`config.mk`:
```
export PLATFORM = sky130hd
export DESIGN_NAME = neuron_mac
export DESIGN_NICKNAME = d
export VERILOG_FILES = /design/src/rtl/neuron_mac.sv
export SDC_FILE = /design/constraint.sdc
export NUM_CORES = 1
export LEC_CHECK = 0
export CAP_MARGIN = 20
export CORE_MARGIN = 1
export CORE_UTILIZATION = 55
export DETAILED_ROUTE_END_ITERATION = 10
export DONT_BUFFER_PORTS = 1
export HOLD_SLACK_MARGIN = 0.06
export PLACE_DENSITY_LB_ADDON = 0.12
export SYNTH_ARGS = -nofsm -noshare
export SYNTH_HDL_FRONTEND = slang
export SYNTH_SLANG_ARGS = --single-unit
```
`constraint.sdc`:
```
create_clock -name clk -period 15.55 [get_ports clk]
set_clock_uncertainty 0.05 [all_clocks]
set_input_delay 2.3325 -clock clk [delete_from_list [all_inputs] [get_ports clk]]
set_output_delay 2.3325 -clock clk [all_outputs]
set_load 0.05 [all_outputs]
```
`src/rtl/neuron_mac.sv`:
```
// neuron_mac: serial MAC neuron producing a saturated Q-format activation-table address
module neuron_mac #(
    parameter int N          = 8,
    parameter int Q          = 7,
    parameter int NUM_INPUTS = 4,
    parameter int ACC_W      = 20
) (
    input  logic         clk,
    input  logic         rst,
    input  logic         in_valid,
    output logic         in_ready,
    input  logic [N-1:0] in_data,
    input  logic [N-1:0] in_weight,
    input  logic [N-1:0] bias,
    output logic         out_valid,
    input  logic         out_ready,
    output logic [N-1:0] act_addr,
    output logic         sat_flag
);
    localparam int CW = NUM_INPUTS > 1 ? $clog2(NUM_INPUTS) : 1;
    localparam logic [CW-1:0] LAST = CW'(NUM_INPUTS - 1);
    localparam int MAXI = 2 ** (N - 1) - 1;
    localparam logic signed [ACC_W-1:0] MAXV = ACC_W'(MAXI);
    localparam logic signed [ACC_W-1:0] MINV = ACC_W'(-MAXI - 1);
    typedef enum logic [1:0] {S_ACC, S_SAT, S_OUT} state_t;
    state_t state, state_n;
    logic [CW-1:0] cnt;
    logic signed [2*N-1:0] p;
    logic signed [ACC_W-1:0] acc, prod, sum, r;
    logic accept, hi, lo;
    assign p      = $signed(in_data) * $signed(in_weight);
    assign prod   = {{(ACC_W-2*N){p[2*N-1]}}, p};
    assign sum    = acc + ({{(ACC_W-N){bias[N-1]}}, bias} <<< Q);
    assign r      = sum >>> Q;
    assign hi     = r > MAXV;
    assign lo     = r < MINV;
    assign accept = in_valid & in_ready;
    always_ff @(posedge clk) begin
        if (rst) state <= S_ACC;
        else     state <= state_n;
    end
    always_comb begin
        state_n = (state == S_ACC && accept && cnt == LAST) ? S_SAT :
                  (state == S_SAT)                          ? S_OUT :
                  (state == S_OUT && out_ready)             ? S_ACC : state;
    end
    always_comb begin
        in_ready = !rst && state == S_ACC;
    end
    always_ff @(posedge clk) begin
        if (rst) begin
            cnt       <= '0;
            acc       <= '0;
            out_valid <= 1'b0;
            act_addr  <= '0;
            sat_flag  <= 1'b0;
        end else begin
            if (accept) begin
                acc <= acc + prod;
                cnt <= cnt == LAST ? '0 : cnt + 1'b1;
            end
            if (state == S_SAT) begin
                out_valid <= 1'b1;
                act_addr  <= hi ? MAXV[N-1:0] : lo ? MINV[N-1:0] : r[N-1:0];
                sat_flag  <= hi || lo;
            end
            if (state == S_OUT && out_ready) begin
                out_valid <= 1'b0;
                acc       <= '0;
            end
        end
    end
endmodule
```
==> summary.txt <==
Clock Latency Late Sink: 0.29 ns
Final slew viol count: 0
Critical Path End: acc[19]
Effective utilization at floorplan: 56.7%
Clk slew on worst S/H paths: 0.08 ns
Most used DFF post-synth: dfxtp_1
Async set-or-reset flop fraction in the synthesized netlist: 0%
Number of DRC markers in iteration 0: 105
Area inside the core boundary: 0.00977 mm²
Final setup TNS: 0 ns
Vertical die dimension: 102 µm
Bufs on Longest Clock Path: 2
Area of all placed cells without fillers: 0.00576 mm²
Worst Setup Start Kind: primary input
Worst path most repeated cell: fa_1
TritonCTS Buffers: 5
Synthesized net count: 789
Final worst path period share: 46.7%
Post-CTS setup buffer count: 0
Highest Signal Layer: met4
Horizontal extent of the die: 102 µm
Diode count: 0
H-Tree Depth: 2
Overall global routing resource usage: 22.7%
Post-detailed-placement half-perimeter wirelength: 9.34 mm
Vias in the first global route: 3,981
Most repeated cell in the gate-level netlist after synthesis: inv_1
MaxCap Viol Count: 0
Gp weighted congestion: 0.829
Global-route wire length before repair: 18.6 mm
Worst-path cell chain: and2_1 -> inv_1 -> fa_1 -> inv_1 -> fa_1 -> fa_1 -> fa_1 -> fa_1 -> ha_1 -> nand3_1 -> o2111ai_1 -> nand2_1 -> o21bai_1 -> or4b_2 -> a211o_1 -> nand3_1
Worst-path maximum fanout: 13
Synth area leaders: fa_1 (32%), ha_1 (13%), dfxtp_1 (12%)
Number of cells on the critical path: 16
WL final: 10.8 mm
Number of vias per cell after detailed routing: 5.39
Number of buffers and inverters on the critical path: 2
DRT Pass-1 Iters: 4
Min-delay src: acc[1]
Number of setup violations in the final report: 0
Initial antenna violation count: 0
Global-route congestion overflow total: 0
Residual antenna-violating net count after detailed routing: 0
Die Outline Area: 0.0105 mm²
Summed instance area of the synthesized netlist: 0.00555 mm²
Post-place setup slack: 7.97 ns
Wire length on met1: 4.69 mm
Post-CTS resize count: 0
Power Density: 198 mW/mm²
Clock tree from TritonCTS: done
CP Class: primary input to flop
Synth warnings: 0
Number of buffers inserted for hold repair after clock tree synthesis: 0
CP peak stage delay: 0.63 ns
Crit path max-delay family: adder cells
Slew at the pin closest to its max-slew limit: 0.916 ns
Share of final-layout standard cells stronger than drive strength 1: 4.23%
Post-Synthesis Mean Instance Area: 9.05 µm²
Most instantiated cells after synthesis: inv_1 (104), fa_1 (89), nand2_1 (70)
Standard cell area after detailed placement: 0.00567 mm²
Path depth of the worst reg2reg path: 17
Largest net degree at the start of global routing: 29
Fmax: 0.138 GHz
Critical-path cell with the highest stage delay: or4b_2
Final layout net count: 790
Unique cell type count in the Yosys netlist: 50
Number of top-level pins: 39
Fin worst setup slack: 8.29 ns
Number of synthesized flops with an enable pin: 0
Category of the worst setup path capture point: flop
Final count of hold timing violations: 0
DR vias: 4,029
Area Growth Syn to Fin: 3.90%
Root Buffer Master: clkbuf_8
RSZ-0062 raised after global routing: false
Capturing point of the worst reg2reg path: acc[19]
DRC violation count after routing: 0
Largest area contributor in the synthesized netlist: fa_1
Leakage power summed over all cells: 2.81 nW
Final Critical Period: 7.26 ns
Reg-to-Reg Start: acc[6]
Portion of synthesized cell area occupied by the leading cell type: 32.1%
Slew margin rel.: 38.6%
R2R Setup Slk: 10.64 ns
Met2 layer wire length in the routed design: 5.69 mm
Count of mapped cells out of synthesis: 613
Required time at the endpoint of the critical path: 15.73 ns
Count of clock tree sinks: 34
Routed WL per cell: 14.4 µm
IR Drop Worst-Case VDD: 0.203 mV
Launch point of the worst path: in_weight[0]
Number of port buffers: 0
Arr. time, crit path: 7.43 ns
Run status: finished, final reports clean
Type of the tightest min-delay check: flop to flop
Total number of placement rows: 36
Fraction of the yosys area taken by sequential cells: 12.3%
Number of flip-flops and latches in the synthesized netlist: 34
Total length of routed met3 wires: 280 µm
==> worst min path at each step <==
stage               endpoint  slack (ns)  depth (start not counted)
floorplan             acc[1]        0.39                          2
global placement      acc[1]        0.40                          2
detailed placement    acc[1]        0.40                          2
CTS                   acc[1]        0.41                          2
global route          acc[3]        0.44                          2
finish                acc[1]        0.41                          2
==> worst reg2reg max path: stages, from the launching register on <==
cell and delay, ns:
dfxtp_1 0.31, inv_1 0.08, fa_1 0.53, inv_1 0.05
fa_1 0.49, inv_1 0.05, fa_1 0.48, inv_1 0.06
fa_1 0.43, fa_1 0.45, ha_1 0.37, nand3_1 0.13
o2111ai_1 0.17, nand2_1 0.14, o21bai_1 0.09, or4b_2 0.63
a211o_1 0.27, nand3_1 0.08
==> layout make-up <==
class | instances | area, µm²
Multi-Input combinational cell | 465 | 4400
Fill cell | 910 | 4010
Sequential cell | 34 | 681
Inverter | 105 | 394
Tap cell | 133 | 166
Clock buffer | 6 | 82.6
Timing Repair Buffer | 3 | 22.5
Clock inverter | 2 | 12.5
==> metal layers <==
layer	GRT usage (%)	vias up
met2	41.1	54
met4	3.96	0
met5	0	-
li1	-	1980
met1	29.3	1984
met3	2.80	11
==> power by group <==
group / internal (mW) / total (mW) / switching (mW)
Combinational: 0.425 / 0.950 / 0.525
Clock: 0.0356 / 0.0694 / 0.0338
Sequential: 0.103 / 0.122 / 0.0191
Total: 0.564 / 1.14 / 0.577
==> per-stage QoR <==
| step | instances | util, % | power [mW] | hold slack [ns] |
|---|---|---|---|---|
| 3_5_place_dp | 740 | 58.0 | 1.08 | 0.399 |
| 2_1_floorplan | 613 | - | 0.897 | 0.386 |
| 4_1_cts | 748 | 59.0 | 1.15 | 0.409 |
| 3_3_place_gp | 740 | 58.0 | 1.06 | 0.397 |
| 5_1_grt | 748 | 59.0 | 1.28 | 0.439 |
| 6_report | 748 | 59.0 | 1.14 | 0.407 |
==> state kept, by name (all words and copies together), names as in the netlist <==
name,count
acc,20
state,2
cnt,2
sat_flag,1
act_addr,8
out_valid,1
==> cells in the final DEF (no fill, tap or decap), types with 2 or more instances in the layout <==
| cell | instances |
|---|---|
| nand3b_1 | 2 |
| a21o_2 | 2 |
| nor3_1 | 4 |
| o21ai_0 | 13 |
| and2_1 | 35 |
| nor2b_1 | 2 |
| nand2_1 | 70 |
| nor2_1 | 41 |
| a211oi_1 | 7 |
| a21o_1 | 7 |
| o21ai_2 | 2 |
| mux2i_1 | 2 |
| ha_1 | 59 |
| o211ai_1 | 10 |
| nand4_1 | 5 |
| buf_4 | 3 |
| a31oi_1 | 2 |
| dfxtp_1 | 34 |
| fa_1 | 89 |
| o21bai_1 | 11 |
| clkbuf_8 | 6 |
| inv_1 | 104 |
| and3_1 | 3 |
| a211o_1 | 2 |
| nand2b_1 | 2 |
| nor3b_1 | 4 |
| a21oi_1 | 30 |
| xnor2_1 | 17 |
| a32o_1 | 2 |
| or2_2 | 2 |
| xor2_1 | 11 |
| nand3_1 | 12 |
==> cell families (layout without fill, tap and decap cells) <==
| kind of cell | count (synthesis) | after routing | share of synthesized area [%] |
|---|---|---|---|
| fa+ha+maj | 148 | 148 | 45.4 |
| buf+inv | 114 | 116 | 8.41 |
| xor+xnor | 29 | 29 | 4.71 |
| simple gates | 188 | 188 | 16.3 |
| mux | 2 | 2 | 0.361 |
| flops | 34 | 34 | 12.3 |
| compound gates | 98 | 98 | 12.5 |
No activity file was read; power rests on OpenSTA's default activity.
